===== config.mk =====
export PLATFORM = sky130hd
export DESIGN_NAME = data_cache
export DESIGN_NICKNAME = d
export VERILOG_FILES = /design/src/rtl/data_cache.sv
export SDC_FILE = /design/constraint.sdc
export NUM_CORES = 2
export LEC_CHECK = 0
export BUFFER_PORTS_ARGS = -buffer_cell sky130_fd_sc_hd__buf_2
export CORE_UTILIZATION = 40
export CTS_CLUSTER_DIAMETER = 80
export CTS_CLUSTER_SIZE = 30
export DETAILED_ROUTE_END_ITERATION = 16
export GPL_TIMING_DRIVEN = 0
export PLACE_DENSITY = 0.68
export SLEW_MARGIN = 20
export SYNTH_ARGS = -nofsm -noshare
export SYNTH_HDL_FRONTEND = slang
export SYNTH_SLANG_ARGS = --single-unit
export TNS_END_PERCENT = 10

===== constraint.sdc =====
create_clock -name clk -period 4.7 [get_ports clk]
set_input_delay 0.47 -clock clk [delete_from_list [all_inputs] [get_ports clk]]
set_output_delay 0.47 -clock clk [all_outputs]
set_load 0.05 [all_outputs]

===== src/rtl/data_cache.sv =====
// rtl/data_cache.sv - direct-mapped write-through no-write-allocate data cache
//
// Sits between the core load/store port and main data memory. Load hits are
// served combinationally; a load miss refills the whole line word by word;
// every store is forwarded to memory. The core holds its inputs while stall=1.
//
// Ports:
//   clk, rst           clock (rising edge), asynchronous active-low reset
//   rd_en, wr_en       load / store request (store wins when both are set)
//   addr, wdata        byte address (addr[1:0] ignored), store data
//   rdata, stall       load data (0 on miss), core hold request
//   mem_req, mem_we    memory request valid, 1 = write / 0 = read
//   mem_addr           word-aligned memory byte address
//   mem_wdata          memory write data
//   mem_rdata          memory read data, valid with mem_ready
//   mem_ready          memory accepts/completes the current request
module data_cache #(
   parameter int WD    = 32,
   parameter int SETS  = 16,
   parameter int WORDS = 4
) (
   input  logic          clk,
   input  logic          rst,
   input  logic          rd_en,
   input  logic          wr_en,
   input  logic [WD-1:0] addr,
   input  logic [WD-1:0] wdata,
   output logic [WD-1:0] rdata,
   output logic          stall,
   output logic          mem_req,
   output logic          mem_we,
   output logic [WD-1:0] mem_addr,
   output logic [WD-1:0] mem_wdata,
   input  logic [WD-1:0] mem_rdata,
   input  logic          mem_ready
);

   localparam int OFF_W = $clog2(WORDS);
   localparam int IDX_W = $clog2(SETS);
   localparam int TAG_W = WD - OFF_W - IDX_W - 2;

   typedef enum logic [1:0] {IDLE, REFILL, WRITE} state_t;

   state_t state, state_nx;

   logic [SETS-1:0]  valid;
   logic [TAG_W-1:0] tag_arr  [SETS];
   logic [WD-1:0]    data_arr [SETS][WORDS];

   logic [OFF_W-1:0] cnt;
   logic [IDX_W-1:0] ref_idx;
   logic [TAG_W-1:0] ref_tag;

   logic [OFF_W-1:0] offset;
   logic [IDX_W-1:0] index;
   logic [TAG_W-1:0] tag;
   logic             tag_match;
   logic             load;
   logic             hit;
   logic             last_word;

   assign offset    = addr[OFF_W+1:2];
   assign index     = addr[OFF_W+2 +: IDX_W];
   assign tag       = addr[WD-1 -: TAG_W];
   assign tag_match = valid[index] && (tag_arr[index] == tag);
   assign load      = rd_en && !wr_en;
   assign hit       = load && tag_match;
   assign rdata     = hit ? data_arr[index][offset] : '0;
   assign last_word = (cnt == OFF_W'(WORDS - 1));

   always_ff @(posedge clk or negedge rst) begin
      if (!rst) state <= IDLE;
      else      state <= state_nx;
   end

   always_comb begin
      state_nx = state;
      stall    = 1'b0;
      case (state)
         IDLE: begin
            if (wr_en) begin
               stall    = 1'b1;
               state_nx = WRITE;
            end else if (rd_en && !hit) begin
               stall    = 1'b1;
               state_nx = REFILL;
            end
         end
         REFILL: begin
            stall = 1'b1;
            if (mem_ready && last_word) state_nx = IDLE;
         end
         WRITE: begin
            stall = !mem_ready;
            if (mem_ready) state_nx = IDLE;
         end
         default: state_nx = IDLE;
      endcase
      // A held load/store during reset must not freeze the core.
      if (!rst) stall = 1'b0;
   end

   // Control, valid bits and the memory-side request registers.
   always_ff @(posedge clk or negedge rst) begin
      if (!rst) begin
         valid     <= '0;
         cnt       <= '0;
         ref_idx   <= '0;
         ref_tag   <= '0;
         mem_req   <= 1'b0;
         mem_we    <= 1'b0;
         mem_addr  <= '0;
         mem_wdata <= '0;
      end else begin
         case (state)
            IDLE: begin
               if (wr_en) begin
                  mem_req   <= 1'b1;
                  mem_we    <= 1'b1;
                  mem_addr  <= addr & ~WD'(3);
                  mem_wdata <= wdata;
               end else if (rd_en && !hit) begin
                  // The line is invalid until its last word lands, so a
                  // half-written victim can never produce a false hit.
                  valid[index] <= 1'b0;
                  cnt          <= '0;
                  ref_idx      <= index;
                  ref_tag      <= tag;
                  mem_req      <= 1'b1;
                  mem_we       <= 1'b0;
                  mem_addr     <= addr & ~WD'(WORDS * 4 - 1);
               end
            end
            REFILL: begin
               if (mem_ready) begin
                  cnt      <= cnt + 1'b1;
                  mem_addr <= mem_addr + WD'(4);
                  if (last_word) begin
                     valid[ref_idx] <= 1'b1;
                     mem_req        <= 1'b0;
                  end
               end
            end
            WRITE: begin
               if (mem_ready) begin
                  mem_req <= 1'b0;
                  mem_we  <= 1'b0;
               end
            end
            default: ;
         endcase
      end
   end

   // Tag and data storage carry no reset; valid bits alone qualify them.
   always_ff @(posedge clk) begin
      if (rst && state == IDLE && wr_en && tag_match)
         data_arr[index][offset] <= wdata;
      if (rst && state == REFILL && mem_ready) begin
         data_arr[ref_idx][cnt] <= mem_rdata;
         if (last_word) tag_arr[ref_idx] <= ref_tag;
      end
   end

endmodule

---- After elaboration in Yosys (flattened, before gate mapping) ----
Memory sizes are Yosys's and may differ from the RTL's.
Index checks and enable logic that the tools add are counted.
storage, ports and cells
  output and inout bits ................... 99
  memories kept ........................... 2
  logic and storage cells ................. 123
  input bits .............................. 101
  bits in writable memories ............... 2432
  register bits ........................... 114
  latch bits .............................. 0
  memory bits (read-only) ................. 0
cells by class
  muxes and demuxes ....................... 55
  divide/modulo/power cells ............... 0
  $lt $le $gt $ge ......................... 8
  equal/unequal tests ..................... 11
  $mul .................................... 0
  $add $sub $neg .......................... 2
  reductions and logical operators ........ 30
  shift operators ......................... 0
  bitwise logic cells ..................... 6
memories
  name      words  bits a word  read ports  clocked after memory_dff  write ports  RTL line  source
  data_arr  16     128          1           0                         1            48        logic [WD-1:0] data_arr [SETS][WORDS];
  tag_arr   16     24           1           0                         1            47        logic [TAG_W-1:0] tag_arr [SETS];
operators by type and width
  operator                 number
  $mux W128                4
  $mux W32                 8
  $demux W32 S2            2
  $reduce_or A128 Y1       1
  $bmux W32 S2             1
  $mux W16                 4
  $pmux W32 S2             1
  $add A32 B3 Y32 const B  1
  $pmux W16 S2             1
  $eq A24 B24 Y1           1
  $mux W1                  18
  $and A16 B16 Y16         1
  $not A16 Y16             1
  $or A16 B16 Y16          1
  $logic_and A1 B1 Y1      14
  $mux W2                  7
  $ne A2 B2 Y1 const B     6
  $reduce_and A3 Y1        4
  $lt A4 B5 Y1 const B     2
  $reduce_and A5 Y1        2
  $demux W1 S4             2
  $ge A4 B1 Y1 const B     2
  $ge A3 B3 Y1 const B     2
  $lt A3 B1 Y1 const B     2
  18 further kinds         24

---- Depth between registers and ports, before layout ----
  depth after elaboration ................. 10
  gate-level depth with buffers ........... 16
  gate-level depth less buffers ........... 10

---- Least setup slack after synthesis ----
OpenSTA, ideal clock, no wires.
  path type ............................... in2reg
  start point ............................. input addr[5]
  end point ............................... memory data_arr[0][0] in the netlist's numbering, enable pin
  arrival ................................. 4717 ps
  stages on the path ...................... 13
  library setup time ...................... 432 ps
  buffers on the path ..................... 3
  setup slack ............................. -448 ps
  required time ........................... 4268 ps
  cells stage by stage .................... buf_2 > buf_2 > buf_2 > mux4_2 > a22oi_1 > a21oi_1 > nor4_1 > o2111ai_1 > a211oi_2 > nand4_2 > nor4b_4 > nand3_4 > a21oi_1
on the way
  word-level cells in the longest chain between the ends .. 7
  elaborated cells between the ends (all ways) .. 10
  classes of those cells .................. 1 x eq/ne; 6 x mux; 2 x reduce/logical; 1 x memory
RTL lines
  element                                                RTL line  source
  from (decl)                                            26        input logic [WD-1:0] addr,
  $mem_v2 Z16 W24 / $bmux W1 S4 (equally long branches)  -
  $eq A24 B24 Y1 / $mux W1 (equally long branches)       65        assign tag_match = valid[index] && (tag_arr[index] == tag);
  $logic_and A1 B1 Y1                                    65
  $logic_and A1 B1 Y1                                    157       if (rst && state == IDLE && wr_en && tag_match)
  $mux W1                                                157
  $mux W128 (implied by the code)                        158       data_arr[index][offset] <= wdata;
  $mux W128 (no source line)                             -
  to (decl)                                              48
Several ways; a longest one is shown, not always the timed one. The select of a mux whose other input is x is not followed.

---- Final worst setup path ----
  start point ............................. memory tag_arr[15][16] in the netlist's numbering
  end point ............................... output rdata[15]
on the way
  word-level cells in the longest chain between the ends .. 5
RTL lines
  element              RTL line  source
  from (decl)          47
  $mem_v2 Z16 W24      -
  $eq A24 B24 Y1       65
  $logic_and A1 B1 Y1  65
  $logic_and A1 B1 Y1  67        assign hit = load && tag_match;
  $mux W32             68        assign rdata = hit ? data_arr[index][offset] : '0;
  to (decl)            28        output logic [WD-1:0] rdata,
No other way between the ends.

==> impl_metrics.tcl <==
set metrics [dict create \
    cts-root-buf "clkbuf_16" \
    hold_path_class "in -> reg" \
    whs_ps 49.8 \
    cts_max_path_buffers 3 \
    violations "setup timing" \
    hpwl_mm 185 \
    rsz0062_at_grt "true" \
    clock_sinks 2544 \
    synth_top_area_frac 0.732 \
    synth_edf_count 2432 \
    p_leak_nw 36.0 \
    drv_cap 0 \
    clock_latency_ps 850 \
    crit_required_ps 4230 \
    grt_pass1_wl_mm 378 \
    num_vias 50200 \
    post-place-ws_ps -2640 \
    nets 5118 \
    avgViaCountPerCell 5.98 \
    outcome "finished, violations left" \
    cp_data_arrival_time_ps 4280 \
    final.setup.tns_ps -449 \
    syn-cell-area_um2 99800 \
    utilization 0.466 \
    drtIter0Drc 7098 \
    grtUsageTotal 0.213 \
    antenna_found_initial 27 \
    gp_congestion 0.897 \
    overflow 0 \
    finalCritPeriodShare 1.01 \
    rows 182 \
    maxSlewHeadroom 0.300 \
    placed_cells 8127 \
    yosys_warnings 0 \
    worst-r2r-cell-count 16 \
    ys_ff_latch 2544 \
    drt-total-wl_mm 270 \
    ys.flop_type "edfxtp_1" \
    die_x_um 501 \
    fin_ws_ps -53.4 \
    cts_max_level 3 \
    synthTopCellsByArea "edfxtp_1, mux4_2, dfrtp_1" \
    whs_path_depth 2 \
    firstDrtPassIters 5 \
    skew_ps 83.8 \
    initial_core_util 0.404 \
    core_area_um2 247000 \
    report.final.slew_viol_count 0 \
    synth_area_leader_cell "edfxtp_1" \
    fmax_mhz 210 \
    power.total_mw 44.9 \
    portBuffers 188 \
    stdcell_area_um2 115000 \
    dieArea_um2 251000 \
    ant_nets 0 \
    p_per_area_nw_per_um2 391 \
    cts_tree "done" \
    irDropWorstVdd_v 0.000509 \
    worstSetupPathType "reg -> out" \
    ys_seq_area_frac 0.760 \
    grt_pass1_vias 50000 \
    drc 0 \
    n_fill_cell 19900 \
    die_h_um 501 \
    grt_max_degree 65 \
    io-pin-count 200 \
    period_needed_ps 4750 \
    wl_per_cell_um 32.1 \
    cp-end-kind "primary output" \
    cts_buffers 106 \
    crit_fanout 10 \
    finalNonFillerCells 8392 \
    syn_avg_cell_area_um2 22.2 \
    area_growth_pct 15.3 \
    synthArstFlopShare 0.0440 \
    hold_viol 0 \
    worstMarginPinSlew_ps 1050 \
    start_kind "flop" \
    synth_cells 4490 \
    drive_gt1_frac 0.342 \
    placed_area_um2 109000 \
    setup_violations 18 \
    cts.reportedPaths.clkPinSlew_ps 110 \
    synth.distinct_cells 79 \
]
-- power breakdown --
part	switching (mW)	internal [mW]
Combinational	4.18	1.94
Clock	7.17	4.68
Sequential	0.784	26.2
-- registers in the layout, indices dropped and copies added (netlist names) --
signal     count
valid         16
mem_wdata     32
ref_idx        4
state          2
data_arr    2048
ref_tag       24
mem_addr      30
mem_we         1
cnt            2
tag_arr      384
mem_req        1
-- cell families after synthesis --
family	after synthesis	share of synthesized area
AOI/OAI and AO/OA	286	0.0202
xor gates and xnor gates	18	0.00158
adders and majority gates	9	0.00113
buffers and inverters	273	0.0121
DFF	2544	0.760
muxes	894	0.183
other	1	0.0000376
and+or+nand+nor	465	0.0220
-- critical path, stage by stage, from the launching register on --
cell and delay (ps):
edfxtp_1 380, mux4_2 480, a22oi_2 260, a21oi_2 100, nor4_4 510, o2111ai_2 230, a211oi_2 320, and2_4 230
nand4_1 90, buf_6 200, buf_12 160, clkbuf_16 180, nor2b_2 140, buf_6 170
-- layer usage --
metal / wire, µm / part of all wire / global-route usage
met2: 128000 / 0.48 / 0.337
met1: 104000 / 0.39 / 0.293
met3: 26600 / 0.098 / 0.0411
met4: 10800 / 0.040 / 0.0807
met5: 103 / 0.00038 / 0
-- placed cells by master (no fill, tap or decap), types with 39 or more instances in the layout --
cell,synthesis,routed
nor2_4,0,65
buf_12,0,57
clkbuf_1,148,63
mux2i_1,72,71
clkbuf_2,0,42
dlygate4sd3_1,0,39
clkbuf_16,0,117
nand2_1,179,145
mux2_2,85,85
buf_4,2,63
a21oi_1,55,49
nor2_1,107,42
buf_2,28,178
mux4_2,732,732
buf_6,13,51
edfxtp_1,2432,2432
dfrtp_1,112,112
buf_16,0,93
o21ai_0,43,43
-- final timing paths --
kind                            slack, ps                        end                       from
worst min register to register        500       valid[8]$_DFFE_PN0P_       valid[8]$_DFFE_PN0P_
min in group asynchronous             170   mem_addr[21]$_DFFE_PN0P_                        rst
worst max register to register         30  data_arr[15][6]$_DFFE_PP_  tag_arr[15][16]$_DFFE_PP_
worst min-delay path                   50     ref_tag[4]$_DFFE_PN0P_                   addr[12]
max in group asynchronous            3660  mem_wdata[16]$_DFFE_PN0P_                        rst
worst max-delay path                  -50                  rdata[15]  tag_arr[15][16]$_DFFE_PP_
-- cell type report --
| class | instances | area (µm²) | area share |
|---|---|---|---|
| inverter | 24 | 90.1 | 0.000783 |
| antenna | 12 | 30.0 | 0.000261 |
| multi-input combinational | 1674 | 23900 | 0.208 |
| clock inverter | 41 | 682 | 0.00593 |
| buffer | 248 | 1930 | 0.0168 |
| sequential | 2544 | 75800 | 0.659 |
| timing repair buffer | 410 | 5560 | 0.0484 |
| clock buffer | 127 | 2780 | 0.0242 |
| tap | 3312 | 4140 | 0.0360 |
-- synth_stat cells, types with 6 or more instances --
cell type and count:
nor2b_1 52, nand2b_1 11, o22ai_1 29, nor2_1 107
a31oi_1 20, a21oi_2 10, a41oi_1 6, and2_1 13
a22oi_1 24, nand2_1 179, clkbuf_1 148, o221ai_1 6
nor3_1 9, a31o_2 10, a41o_1 6, mux2i_1 72
buf_1 54, inv_1 22, nand4_1 12, buf_2 28
edfxtp_1 2432, and3_1 22, mux2_2 85, o2bb2ai_1 10
a211oi_1 7, a21oi_1 55, ha_1 9, mux4_2 732
dfrtp_1 112, o31ai_1 9, nand3_1 38, buf_6 13
a22o_1 6, xnor2_1 14, o21ai_0 43
-- what timing repair did --
| item | CTS | global route |
|---|---|---|
| gates resized for setup | 487 | 45 |
| setup endpoints to repair | 2286 | 571 |
| buffers inserted | 29 | 16 |
| cloned | 1 | 1 |
| pin swaps | 28 | 18 |
| hold endpoints to repair | 93 | 0 |
| hold buffers | 39 | 0 |
Note: power is estimated with default switching activity, not from simulation.
